<file path="config.mk">
export PLATFORM = sky130hd
export DESIGN_NAME = multicycle_control
export DESIGN_NICKNAME = d
export VERILOG_FILES = /design/src/rtl/cpe142_ctrl_pkg.sv /design/src/rtl/multicycle_control_ctrl_out_decode.sv /design/src/rtl/multicycle_control.sv
export SDC_FILE = /design/constraint.sdc
export NUM_CORES = 1
export LEC_CHECK = 0
export CORE_MARGIN = 3
export CORE_UTILIZATION = 49
export CTS_BUF_LIST = sky130_fd_sc_hd__clkbuf_8
export DETAILED_ROUTE_END_ITERATION = 10
export MAX_ROUTING_LAYER = met4
export PLACE_DENSITY = 0.82
export RECOVER_POWER = 50
export SLEW_MARGIN = 0
export SYNTH_ARGS = -nofsm -noshare
export SYNTH_HDL_FRONTEND = slang
export SYNTH_SLANG_ARGS = --single-unit
</file>
<file path="constraint.sdc">
create_clock -name clk -period 1.95 [get_ports clk]
set_input_delay 0.195 -clock clk [delete_from_list [all_inputs] [get_ports clk]]
set_output_delay 0.195 -clock clk [all_outputs]
set_load 0.05 [all_outputs]
</file>
<file path="src/rtl/cpe142_ctrl_pkg.sv">
`default_nettype none
// ============================================================================
// Module  : cpe142_ctrl_pkg
// Brief   : State encoding, control-field encodings and default opcodes for
//           the multi-cycle controller.
// Revision: 1.0 - initial release
// ============================================================================
package cpe142_ctrl_pkg;

    typedef enum logic [3:0] {
        S_FETCH    = 4'd0,
        S_DECODE   = 4'd1,
        S_EXEC_A   = 4'd2,
        S_ALU_WB   = 4'd3,
        S_MEM_ADDR = 4'd4,
        S_MEM_RD   = 4'd5,
        S_MEM_WB   = 4'd6,
        S_MEM_WR   = 4'd7,
        S_BRANCH   = 4'd8,
        S_JUMP     = 4'd9,
        S_HALT     = 4'd10
    } state_t;

    localparam logic [1:0] c_SRCB_REGB  = 2'b00;
    localparam logic [1:0] c_SRCB_ONE   = 2'b01;
    localparam logic [1:0] c_SRCB_IMM   = 2'b10;
    localparam logic [1:0] c_SRCB_BOFF  = 2'b11;

    localparam logic [1:0] c_ALUOP_ADD  = 2'b00;
    localparam logic [1:0] c_ALUOP_SUB  = 2'b01;
    localparam logic [1:0] c_ALUOP_FUNC = 2'b10;

    localparam logic [1:0] c_PCSRC_ALU  = 2'b00;
    localparam logic [1:0] c_PCSRC_OUT  = 2'b01;
    localparam logic [1:0] c_PCSRC_JMP  = 2'b10;

    localparam logic [1:0] c_BR_LT      = 2'b00;
    localparam logic [1:0] c_BR_GT      = 2'b01;
    localparam logic [1:0] c_BR_EQ      = 2'b10;

    localparam logic [3:0] c_OP_ATYPE   = 4'b0000;
    localparam logic [3:0] c_OP_LW      = 4'b1000;
    localparam logic [3:0] c_OP_SW      = 4'b1011;
    localparam logic [3:0] c_OP_BLT     = 4'b0100;
    localparam logic [3:0] c_OP_BGT     = 4'b0101;
    localparam logic [3:0] c_OP_BEQ     = 4'b0110;
    localparam logic [3:0] c_OP_JMP     = 4'b1100;
    localparam logic [3:0] c_OP_HALT    = 4'b1111;

    typedef struct packed {
        logic       pc_write;
        logic       pc_write_cond;
        logic       iord;
        logic       ir_write;
        logic       mem_read;
        logic       mem_write;
        logic       mem_to_reg;
        logic       reg_dst;
        logic       reg_write;
        logic       alu_src_a;
        logic [1:0] alu_src_b;
        logic [1:0] alu_op;
        logic [1:0] pc_source;
        logic [1:0] br_type;
        logic       halted;
    } ctrl_t;

endpackage
`default_nettype wire

</file>
<file path="src/rtl/multicycle_control_ctrl_out_decode.sv">
`default_nettype none
// ============================================================================
// Module  : ctrl_out_decode
// Brief   : Moore mapping from controller state to the datapath control bus.
// Revision: 1.0 - initial release
// ============================================================================
module ctrl_out_decode
    import cpe142_ctrl_pkg::*;
#(
    parameter int                   OPCODE_W = 4,
    parameter logic [OPCODE_W-1:0]  OP_BGT   = c_OP_BGT,
    parameter logic [OPCODE_W-1:0]  OP_BEQ   = c_OP_BEQ
) (
    input  state_t                  i_state,
    input  logic [OPCODE_W-1:0]     i_op,
    input  logic                    i_mem_ready,
    output ctrl_t                   o_ctrl
);

    always_comb begin
        o_ctrl = '0;
        case (i_state)
            S_FETCH: begin
                o_ctrl.mem_read  = 1'b1;
                o_ctrl.alu_src_b = c_SRCB_ONE;
                o_ctrl.alu_op    = c_ALUOP_ADD;
                o_ctrl.pc_source = c_PCSRC_ALU;
                // IR and PC only advance once the instruction word is valid
                o_ctrl.ir_write  = i_mem_ready;
                o_ctrl.pc_write  = i_mem_ready;
            end
            S_DECODE: begin
                o_ctrl.alu_src_b = c_SRCB_BOFF;
                o_ctrl.alu_op    = c_ALUOP_ADD;
            end
            S_EXEC_A: begin
                o_ctrl.alu_src_a = 1'b1;
                o_ctrl.alu_src_b = c_SRCB_REGB;
                o_ctrl.alu_op    = c_ALUOP_FUNC;
            end
            S_ALU_WB: begin
                o_ctrl.reg_dst   = 1'b1;
                o_ctrl.reg_write = 1'b1;
            end
            S_MEM_ADDR: begin
                o_ctrl.alu_src_a = 1'b1;
                o_ctrl.alu_src_b = c_SRCB_IMM;
                o_ctrl.alu_op    = c_ALUOP_ADD;
            end
            S_MEM_RD: begin
                o_ctrl.mem_read  = 1'b1;
                o_ctrl.iord      = 1'b1;
            end
            S_MEM_WB: begin
                o_ctrl.reg_write  = 1'b1;
                o_ctrl.mem_to_reg = 1'b1;
            end
            S_MEM_WR: begin
                o_ctrl.mem_write = 1'b1;
                o_ctrl.iord      = 1'b1;
            end
            S_BRANCH: begin
                o_ctrl.alu_src_a     = 1'b1;
                o_ctrl.alu_src_b     = c_SRCB_REGB;
                o_ctrl.alu_op        = c_ALUOP_SUB;
                o_ctrl.pc_write_cond = 1'b1;
                o_ctrl.pc_source     = c_PCSRC_OUT;
                // only branch opcodes reach this state, so anything else is BLT
                if (i_op == OP_BGT)
                    o_ctrl.br_type = c_BR_GT;
                else if (i_op == OP_BEQ)
                    o_ctrl.br_type = c_BR_EQ;
                else
                    o_ctrl.br_type = c_BR_LT;
            end
            S_JUMP: begin
                o_ctrl.pc_write  = 1'b1;
                o_ctrl.pc_source = c_PCSRC_JMP;
            end
            S_HALT: begin
                o_ctrl.halted = 1'b1;
            end
            default: begin
                o_ctrl = '0;
            end
        endcase
    end

endmodule
`default_nettype wire

</file>
<file path="src/rtl/multicycle_control.sv">
`default_nettype none
// ============================================================================
// Module  : multicycle_control
// Brief   : Multi-cycle instruction sequencer with halt, illegal-opcode
//           detection and retired-instruction counter.
// Revision: 1.0 - initial release
// ============================================================================
module multicycle_control
    import cpe142_ctrl_pkg::*;
#(
    parameter int                   OPCODE_W = 4,
    parameter logic [OPCODE_W-1:0]  OP_ATYPE = c_OP_ATYPE,
    parameter logic [OPCODE_W-1:0]  OP_LW    = c_OP_LW,
    parameter logic [OPCODE_W-1:0]  OP_SW    = c_OP_SW,
    parameter logic [OPCODE_W-1:0]  OP_BLT   = c_OP_BLT,
    parameter logic [OPCODE_W-1:0]  OP_BGT   = c_OP_BGT,
    parameter logic [OPCODE_W-1:0]  OP_BEQ   = c_OP_BEQ,
    parameter logic [OPCODE_W-1:0]  OP_JMP   = c_OP_JMP,
    parameter logic [OPCODE_W-1:0]  OP_HALT  = c_OP_HALT,
    parameter int                   CNT_W    = 16
) (
    input  logic                    clk,
    input  logic                    rst_n,
    input  logic [OPCODE_W-1:0]     opcode,
    input  logic                    mem_ready,
    output logic                    PCWrite,
    output logic                    PCWriteCond,
    output logic                    IorD,
    output logic                    IRWrite,
    output logic                    MemRead,
    output logic                    MemWrite,
    output logic                    MemtoReg,
    output logic                    RegDst,
    output logic                    RegWrite,
    output logic                    ALUSrcA,
    output logic [1:0]              ALUSrcB,
    output logic [1:0]              ALUOp,
    output logic [1:0]              PCSource,
    output logic [1:0]              BrType,
    output logic                    illegal_op,
    output logic                    halted,
    output logic [CNT_W-1:0]        retired
);

    state_t                 r_state;
    state_t                 w_next;
    logic [OPCODE_W-1:0]    r_op;
    logic                   r_illegal;
    logic [CNT_W-1:0]       r_retired;
    logic                   w_illegal;
    logic                   w_retire;
    ctrl_t                  w_ctrl;

    always_comb begin
        w_next    = r_state;
        w_illegal = 1'b0;
        w_retire  = 1'b0;
        case (r_state)
            S_FETCH:    if (mem_ready) w_next = S_DECODE;
            S_DECODE: begin
                if (opcode == OP_ATYPE)
                    w_next = S_EXEC_A;
                else if (opcode == OP_LW || opcode == OP_SW)
                    w_next = S_MEM_ADDR;
                else if (opcode == OP_BLT || opcode == OP_BGT || opcode == OP_BEQ)
                    w_next = S_BRANCH;
                else if (opcode == OP_JMP)
                    w_next = S_JUMP;
                else if (opcode == OP_HALT)
                    w_next = S_HALT;
                else begin
                    w_next    = S_FETCH;
                    w_illegal = 1'b1;
                end
            end
            S_EXEC_A:   w_next = S_ALU_WB;
            S_ALU_WB: begin
                w_next   = S_FETCH;
                w_retire = 1'b1;
            end
            S_MEM_ADDR: w_next = (r_op == OP_SW) ? S_MEM_WR : S_MEM_RD;
            S_MEM_RD:   if (mem_ready) w_next = S_MEM_WB;
            S_MEM_WB: begin
                w_next   = S_FETCH;
                w_retire = 1'b1;
            end
            S_MEM_WR: begin
                if (mem_ready) begin
                    w_next   = S_FETCH;
                    w_retire = 1'b1;
                end
            end
            S_BRANCH, S_JUMP: begin
                w_next   = S_FETCH;
                w_retire = 1'b1;
            end
            S_HALT:     w_next = S_HALT;
            default:    w_next = S_FETCH;
        endcase
    end

    always_ff @(posedge clk) begin
        if (!rst_n) begin
            r_state   <= S_FETCH;
            r_op      <= '0;
            r_illegal <= 1'b0;
            r_retired <= '0;
        end else begin
            r_state   <= w_next;
            r_illegal <= w_illegal;
            if (r_state == S_DECODE)
                r_op <= opcode;
            if (w_retire)
                r_retired <= r_retired + CNT_W'(1);
        end
    end

    ctrl_out_decode #(
        .OPCODE_W    (OPCODE_W),
        .OP_BGT      (OP_BGT),
        .OP_BEQ      (OP_BEQ)
    ) u_decode (
        .i_state     (r_state),
        .i_op        (r_op),
        .i_mem_ready (mem_ready),
        .o_ctrl      (w_ctrl)
    );

    assign PCWrite     = w_ctrl.pc_write;
    assign PCWriteCond = w_ctrl.pc_write_cond;
    assign IorD        = w_ctrl.iord;
    assign IRWrite     = w_ctrl.ir_write;
    assign MemRead     = w_ctrl.mem_read;
    assign MemWrite    = w_ctrl.mem_write;
    assign MemtoReg    = w_ctrl.mem_to_reg;
    assign RegDst      = w_ctrl.reg_dst;
    assign RegWrite    = w_ctrl.reg_write;
    assign ALUSrcA     = w_ctrl.alu_src_a;
    assign ALUSrcB     = w_ctrl.alu_src_b;
    assign ALUOp       = w_ctrl.alu_op;
    assign PCSource    = w_ctrl.pc_source;
    assign BrType      = w_ctrl.br_type;
    assign halted      = w_ctrl.halted;
    assign illegal_op  = r_illegal;
    assign retired     = r_retired;

endmodule
`default_nettype wire

</file>
== Word-level counts from Yosys, hierarchy flattened ==
Cells that the tools add are included.
Cells by class
  add/sub/neg operators: 1
  equality and inequality tests: 23
  mux-type cells: 29
  bitwise gates (word level): 2
  reduce and logical (&&, ||, !) cells: 12
Operators by type and width (count)
  $eq A4 B3 Y1 const B: 9
  $eq A4 B4 Y1 const B: 8
  $mux W4: 8
  $pmux W4 S7: 1
  $pmux W4 S5: 1
  $add A16 B1 Y16 const B: 1
  $mux W1: 12
  $eq A4 B2 Y1 const B: 2
  $logic_not A4 Y1: 2
  $mux W2: 4
  $ne A2 B2 Y1 const B: 3
  $reduce_or A2 Y1: 3
  $reduce_or A6 Y1: 1
  $eq A4 B1 Y1 const B: 1
  $pmux W1 S2: 2
  $pmux W2 S2: 1
  $reduce_or A4 Y1: 1
  $logic_or A1 B1 Y1: 3
  $reduce_and A3 Y1: 1
  $reduce_or A3 Y1: 1
  $not A1 Y1: 2
Word-level totals
  flip-flop bits (word level): 25
  bits of input ports: 7
  output and inout bits: 36
  word-level logic and storage cells: 71

== Longest topological paths before layout ==
Gate-level depths: netlist of the first run.
  depth in word-level cells: 7
  depth in mapped cells: 7
  mapped depth without buffers: 5

== Hierarchy ==
From an unflattened synthesis of the first run, not the netlist that was laid out.
Unflattened totals
  cell total of the unflattened synthesis: 192
  area total of the unflattened synthesis: 1576.5 um^2
Modules (own cells, without submodules)
  multicycle_control: times used 1, cells each 155, area an instance 1331.3 um^2, seq. area each 500.5 um^2
  ctrl_out_decode: times used 1, cells each 37, area an instance 245.2 um^2, seq. area each 0.0 um^2

== Least setup slack after synthesis of the first run ==
No wires, ideal clock.
  path type: register to output
  start point: register r_state[2]
  end point: output BrType[1]
  arrival time: 3.345 ns
  path slack: -1.590 ns
  cell stages (with the launch flop): 6
  buffers on the path: 1
  cells stage by stage: dfxtp_1 > clkbuf_1 > nand2b_1 > nor3_1 > nand3b_1 > nor3b_1
On the way
  cells in the longest elaborated chain, start to end: 2
RTL lines
  from (decl): RTL line multicycle_control.sv:45  | state_t r_state;
  from (signal assigned): RTL line multicycle_control.sv:109  | r_state <= w_next;
  $eq A4 B4 Y1: RTL line multicycle_control_ctrl_out_decode.sv:22  | case (i_state)
  $mux W2: RTL line multicycle_control_ctrl_out_decode.sv:22
  to (decl): RTL line multicycle_control.sv:39  | output logic [1:0] BrType,
Every way passes these cells.

== Worst setup path in the final report of the first run ==
  start point: register r_state[2]
  end point: register r_retired[10] (netlist: retired[10])
On the way
  cells in the longest elaborated chain, start to end: 3
RTL lines
  $eq A4 B2 Y1 (tied with other cells): RTL line multicycle_control.sv:58  | case (r_state)
  $reduce_or A4 Y1 (no source line)
  $pmux W1 S2 (*): RTL line multicycle_control.sv:58
  to (signal assigned): RTL line multicycle_control.sv:114  | r_retired <= r_retired + CNT_W'(1);
  to (decl): RTL line multicycle_control.sv:49  | logic [CNT_W-1:0] r_retired;
Mark *: on every way between the ends. The rest lies on a longest branch, timed or not.
A chain may end at the register's enable or synchronous reset.

==> results.sh, run 1 <==
export IMPL_result_of_the_run="finished, final reports clean"
export IMPL_final_seq_area_um2=507
export IMPL_overflow=0
export IMPL_setup_viol=0
export IMPL_worst_setup_hold_path_clk_slew_ns=0.09
export IMPL_gp_congestion=0.857
export IMPL_postRouteAntennaNets=0
export IMPL_synth_cells=187
export IMPL_detail_route_wl_per_cell_um=16.1
export IMPL_synth_largest_area_cell="sky130_fd_sc_hd__dfxtp_1"
export IMPL_critical_path_slowest_cell="sky130_fd_sc_hd__or4_1"
export IMPL_root_buffer="sky130_fd_sc_hd__clkbuf_8"
export IMPL_initial_utilization_pct=52.5
export IMPL_netlist_cell_type_count=41
export IMPL_timing_hold_ws_ns=0.504
export IMPL_synth_main_ff_cell="sky130_fd_sc_hd__dfxtp_1"
export IMPL_track_usage_pct=25.4
export IMPL_design_core_area_um2=2830
export IMPL_finalWirelength_um=4280
export IMPL_clock_sinks=25
export IMPL_avgViaCountPerCell=6.17
export IMPL_fmax_mhz=533
export IMPL_first_iter_violations=63
export IMPL_critical_path_endpoint_type="register"
export IMPL_detailedPlace_worstSlack_ns=0.0523
export IMPL_number_of_synthesized_flops_with_an_enable_pin=0
export IMPL_critPathTopFamily="simple AND/OR/NAND/NOR gates"
export IMPL_cp_cell_sequence="buf_4 -> and4bb_4 -> a311oi_2 -> buf_12 -> or4_1 -> a21oi_1"
export IMPL_placement_rows=19
export IMPL_grt_first_pass_wirelength_um=6930
export IMPL_crit_path_start_kind="register"
export IMPL_critical_path_buf_inv_count=2
export IMPL_setup_slack_ns=0.0751
export IMPL_place_detailed_hpwl_um=3160
export IMPL_synth_register_bits=25
export IMPL_post_synth_cell_area_avg_um2=7.94
export IMPL_vias=1642
export IMPL_number_of_diodes_added_for_antenna_fixing=0
export IMPL_floorplan_die_width_um=61.0
export IMPL_worst_slew_pin_transition_ns=0.737
export IMPL_htreeDepth=1
export IMPL_top_count_cell_post_synth="sky130_fd_sc_hd__dfxtp_1"
export IMPL_fillCellCount=196
export IMPL_die_h_um=61.0
export IMPL_cts_tree="done"
export IMPL_finalMaxSlewViolations=0
export IMPL_yosysTopAreaCellShare_pct=33.7
export IMPL_power_density_nw_per_um2=511
export IMPL_delay_of_the_slowest_cell_on_the_worst_path_ns=0.52
export IMPL_number_of_antenna_violations_at_the_first_check_in_global_routing=0
export IMPL_die_area_um2=3720
export IMPL_synth_net_count=195
export IMPL_final_layout_size_suffix_gt1_share_pct=24.3
export IMPL_cts_made_buffers=3
export IMPL_clk_insertion_delay_late_ns=0.27
export IMPL_shortest_period_the_worst_path_allows_ns=1.87
export IMPL_max_cap_violations=0
export IMPL_clock_path_buffers=2
export IMPL_rsz0062_at_grt="true"
export IMPL_design_final_nets=244
export IMPL_numPortBuffers=42
export IMPL_p_leak_nw=0.827
export IMPL_yosys_warnings=0
export IMPL_total_power_mw=1.17
export IMPL_synth_seq_area_share_pct=33.7
export IMPL_max_slew_margin_rel_pct=50.8
export IMPL_hold_fix_buffer_count_after_cts=0
export IMPL_cp_arrival_ns=2.08
export IMPL_pin_count=43
export IMPL_timing_worst_setup_path_type="register to register"
export IMPL_area_delta_synth_final_pct=54.5
export IMPL_hold_violations=0
export IMPL_timing_clock_skew_ns=0.00432
export IMPL_critical_path_max_fanout=30
export IMPL_syn_area_um2=1480
export IMPL_synth_area_top_cells="sky130_fd_sc_hd__dfxtp_1 (34%), sky130_fd_sc_hd__a21oi_1 (6.1%), sky130_fd_sc_hd__o31ai_1 (5.6%)"
export IMPL_multiInputGateArea_um2=967
export IMPL_vdd_ir_drop_worst_uv=581
export IMPL_grt_start_max_net_pins=31
export IMPL_hold_class="register to register"
export IMPL_synth_async_reset_ratio_pct=0
export IMPL_detail_route_drc_violations=0
export IMPL_worst_endpoint_required_ns=2.15
export IMPL_drt_pass1_iter_count=4
export IMPL_synth_commonest_cells="sky130_fd_sc_hd__dfxtp_1 (25), sky130_fd_sc_hd__a21oi_1 (18), sky130_fd_sc_hd__nor2_1 (17), sky130_fd_sc_hd__o31ai_1 (11)"
export IMPL_fin_crit_sh_pct=96.1
export IMPL_number_of_global_route_vias_before_repair=1513
[worst paths after layout]
check / depth (start not counted) / slack, ns / from / endpoint
worst min-delay path: 2 / 0.50 / retired[13] / retired[13]
worst min register to register: 2 / 0.50 / retired[13] / retired[13]
worst max register to register: 6 / 0.08 / r_state[2] / retired[10]
worst max-delay path: 6 / 0.08 / r_state[2] / retired[10]
[timing repair]
action / 4_1_cts / 5_1_grt
endpoints found under the setup margin: 2 / 10
pin swaps: 3 / 4
buffers inserted: 4 / 0
gates resized for setup: 2 / 6
[power by group]
group	switching, mW	internal [mW]
sequential	0.0160	0.523
combinational	0.181	0.141
clock	0.167	0.143
[cell type report]
class | count | share of cell area [%]
clock buffers | 3 | 1.80
clock inverters | 1 | 0.218
inverters | 4 | 0.655
multi-input cells | 145 | 42.2
flip-flops and latches | 25 | 22.1
well taps | 31 | 1.69
repair buffers | 57 | 31.3
[cells by family after synthesis]
group	count (synthesis)	synth area share [%]
mux	5	3.37
simple gates	87	34.1
xor+xnor	4	2.36
fa+ha+maj	1	0.843
compound gates	48	20.2
flops	25	33.7
buf+inv	17	5.40
[stage by stage]
stage / instances / TNS, ns / util [%] / cell area (um^2)
after detailed placement: 258 / 0 / 77.5 / 2190
after global placement: 258 / 0 / 77.5 / 2190
after floorplan: 187 / -0.423 / - / 1550
after CTS: 266 / 0 / 80.4 / 2270
final: 266 / 0 / 81.0 / 2290
after global routing: 266 / -0.0101 / 81.0 / 2290
[worst min-delay path, cell delays in order, from the launching register on]
cell and delay (ns):
sky130_fd_sc_hd__dfxtp_1 0.34, sky130_fd_sc_hd__o31ai_1 0.07, sky130_fd_sc_hd__a21oi_1 0.06
[registers in the layout, indices dropped and copies added, names as in the netlist]
name and flops:
r_state 4, r_op 4, illegal_op 1, retired 16
[cell usage in the layout, fill, tap and decap left out, drive strengths merged, types with 2 or more instances in the layout]
master	Yosys	final
a21oi	18	18
a31oi	2	2
and2	2	2
and3	3	3
and4	2	2
buf	5	34
clkbuf	8	3
clkdlybuf4s50	0	23
dfxtp	25	25
inv	4	4
mux2i	5	5
nand2	10	10
nand2b	7	7
nand3	5	5
nand3b	3	3
nand4	3	3
nor2	17	17
nor2b	3	3
nor3	7	7
nor3b	4	4
o21ai	10	10
o31ai	11	11
or2	3	3
or3	6	6
or4	10	10
xnor2	2	2
xor2	2	2
[metal layers]
layer	GRT usage [%]	wire length, um	vias up	share of wire [%]
met5	-	0	-	0
met4	11.1	90	0	2.1
met3	3.56	108	9	2.5
met2	41.7	2170	41	51
met1	31.0	1910	800	45
li1	-	-	792	-
Note: power is estimated with default switching activity, not from simulation.
==> run 2, diff against run 1 <==
--- a/config.mk
+++ b/config.mk
@@ -6,11 +6,11 @@
 export NUM_CORES = 1
 export LEC_CHECK = 0
 export CORE_MARGIN = 3
-export CORE_UTILIZATION = 49
+export CORE_UTILIZATION = 44
 export CTS_BUF_LIST = sky130_fd_sc_hd__clkbuf_8
 export DETAILED_ROUTE_END_ITERATION = 10
 export MAX_ROUTING_LAYER = met4
-export PLACE_DENSITY = 0.82
+export PLACE_DENSITY = 0.78
 export RECOVER_POWER = 50
 export SLEW_MARGIN = 0
 export SYNTH_ARGS = -nofsm -noshare
==> constraint.sdc (replaced) <==
create_clock -name clk -period 1.6 [get_ports clk]
set_input_delay 0.16 -clock clk [delete_from_list [all_inputs] [get_ports clk]]
set_output_delay 0.16 -clock clk [all_outputs]
set_load 0.05 [all_outputs]
==> run 2 against run 1 <==
The flow now finishes with violations (negative setup slack). Highest routed layer unchanged. Worst setup slack worse by 0.35 ns. Sequential cell count stayed put. Critical path type unchanged. Sequential power is 19% higher. Final cell count is 15% higher. Total power is 40% higher. Final area is 23% higher. Non-clock buffer count is 26 higher. Global-route usage is 4.1 points higher. Largest cell class unchanged. First-iteration DRC count grew to 2.7 times the previous value.
==> results.sh, run 2 (synthesis gave the netlist of run 1 again) <==
export IMPL_clk_insertion_delay_late_ns=0.28
export IMPL_power_density_nw_per_um2=581
export IMPL_numPortBuffers=42
export IMPL_fin_crit_sh_pct=117
export IMPL_grt_use_met2_pct=47.6
export IMPL_worst_slew_pin_transition_ns=0.645
export IMPL_grt_first_pass_wirelength_um=9400
export IMPL_delay_of_the_slowest_cell_on_the_worst_path_ns=0.46
export IMPL_timing_hold_ws_ns=0.506
export IMPL_track_usage_pct=29.6
export IMPL_largest_register_ffs=16
export IMPL_number_of_antenna_violations_at_the_first_check_in_global_routing=0
export IMPL_pin_count=43
export IMPL_max_slew_margin_rel_pct=57.2
export IMPL_die_h_um=64.1
export IMPL_placement_rows=20
export IMPL_met1_use_gr_pct=34.5
export IMPL_final_layout_size_suffix_gt1_share_pct=51.7
export IMPL_cts_tree="done"
export IMPL_detail_route_drc_violations=0
export IMPL_first_iter_violations=172
export IMPL_cp_cell_sequence="buf_6 -> and4bb_4 -> a311oi_4 -> buf_4 -> buf_16 -> or4_1 -> a21oi_2"
export IMPL_rsz0062_at_grt="true"
export IMPL_drt_pass1_iter_count=5
export IMPL_initial_utilization_pct=47.4
export IMPL_htreeDepth=1
export IMPL_finalWirelength_um=7130
export IMPL_critical_path_endpoint_type="register"
export IMPL_failed_checks="negative setup slack"
export IMPL_number_of_global_route_vias_before_repair=1924
export IMPL_detailedPlace_worstSlack_ns=-0.228
export IMPL_multiInputGateArea_um2=1200
export IMPL_fin_tns_setup_ns=-4.80
export IMPL_hold_class="register to register"
export IMPL_critical_path_max_fanout=6
export IMPL_setup_viol=27
export IMPL_postRouteAntennaNets=0
export IMPL_grt_start_max_net_pins=23
export IMPL_max_cap_violations=0
export IMPL_setup_slack_ns=-0.280
export IMPL_vdd_ir_drop_worst_uv=745
export IMPL_avgViaCountPerCell=6.62
export IMPL_critical_path_slowest_cell="sky130_fd_sc_hd__or4_1"
export IMPL_cp_arrival_ns=2.10
export IMPL_total_power_mw=1.63
export IMPL_shortest_period_the_worst_path_allows_ns=1.88
export IMPL_worst_setup_hold_path_clk_slew_ns=0.10
export IMPL_area_delta_synth_final_pct=89.4
export IMPL_gp_congestion=0.832
export IMPL_finalMaxSlewViolations=0
export IMPL_cts_made_buffers=3
export IMPL_worst_endpoint_required_ns=1.82
export IMPL_critical_path_buf_inv_count=3
export IMPL_hold_violations=0
export IMPL_p_leak_nw=1.02
export IMPL_fmax_mhz=532
export IMPL_timing_clock_skew_ns=0.0115
export IMPL_clock_sinks=25
export IMPL_design_core_area_um2=3130
export IMPL_number_of_diodes_added_for_antenna_fixing=0
export IMPL_final_seq_area_um2=553
export IMPL_design_final_nets=270
export IMPL_overflow=0
export IMPL_detail_route_wl_per_cell_um=23.4
export IMPL_fillCellCount=128
export IMPL_layout_cells_most_common_list="sky130_fd_sc_hd__buf_4 (27), sky130_fd_sc_hd__buf_12 (20), sky130_fd_sc_hd__clkbuf_1 (15)"
export IMPL_clock_path_buffers=2
export IMPL_result_of_the_run="finished, violations left"
export IMPL_critPathTopFamily="simple AND/OR/NAND/NOR gates"
export IMPL_vias=2020
export IMPL_root_buffer="sky130_fd_sc_hd__clkbuf_8"
export IMPL_timing_worst_setup_path_type="register to register"
export IMPL_crit_path_start_kind="register"
export IMPL_globalRouteMet3Util_pct=6.50
export IMPL_die_area_um2=4110
export IMPL_grt_busiest_layer="met2"
export IMPL_floorplan_die_width_um=64.1
export IMPL_layout_cells_most_common="sky130_fd_sc_hd__buf_4"
export IMPL_place_detailed_hpwl_um=3280
==> run 2: changes by cell type in the layout (fill, tap and decap cells not counted), sizes merged <==
cell           before  now
buf                34   61
bufbuf              0    1
clkbuf              3   18
clkdlybuf4s50      23    6
clkinv              1    0
clkinvlp            0    1
==> run 2: layout make-up <==
cell class / count / share of cell area (%)
clock buffer: 3 / 1.47
clock inverter: 1 / 0.267
inverter: 4 / 0.534
multi-input combinational: 145 / 42.6
sequential: 25 / 19.7
tap: 44 / 1.96
timing repair buffer: 83 / 33.5
==> run 2: power breakdown <==
| part | leakage [nW] | switching, mW | internal (mW) | total, mW |
|---|---|---|---|---|
| Clock | 0.0217 | 0.220 | 0.177 | 0.398 |
| Combinational | 0.783 | 0.309 | 0.285 | 0.594 |
| Sequential | 0.215 | 0.0201 | 0.622 | 0.642 |
==> run 2: through the flow <==
stage / instance area, um^2 / utilization [%] / instances
floorplan: 1620 / - / 187
global placement: 2330 / 74.5 / 284
detailed placement: 2330 / 74.5 / 284
CTS: 2700 / 86.4 / 302
global route: 2810 / 89.8 / 305
finish: 2810 / 89.8 / 305
==> run 2: worst paths after layout <==
| check | cells past startpoint | start | slack [ns] | endpoint |
|---|---|---|---|---|
| max | 7 | r_state[2] | -0.28 | retired[11] |
| min | 2 | retired[10] | 0.51 | retired[10] |
| max reg2reg | 7 | r_state[2] | -0.28 | retired[11] |
| min reg2reg | 2 | retired[10] | 0.51 | retired[10] |
==> run 2: metal layers <==
layer  vias up  wire length, um
li1        849                -
met1       983             2680
met2       148             3500
met3        40              634
met4         0              325
met5         -                0
==> run 2: worst register-to-register path, stage by stage (launching register included) <==
cell and delay [ns]:
sky130_fd_sc_hd__dfxtp_4 0.36, sky130_fd_sc_hd__buf_6 0.13, sky130_fd_sc_hd__and4bb_4 0.36, sky130_fd_sc_hd__a311oi_4 0.07, sky130_fd_sc_hd__buf_4 0.19, sky130_fd_sc_hd__buf_16 0.13, sky130_fd_sc_hd__or4_1 0.46, sky130_fd_sc_hd__a21oi_2 0.13
==> run 2: timing repair <==
item,4_1_cts,5_1_grt
hold buffers,0,0
buffers inserted,12,6
pin swaps,11,12
cloned,2,0
setup endpoints to repair,19,38
gates resized for setup,39,38
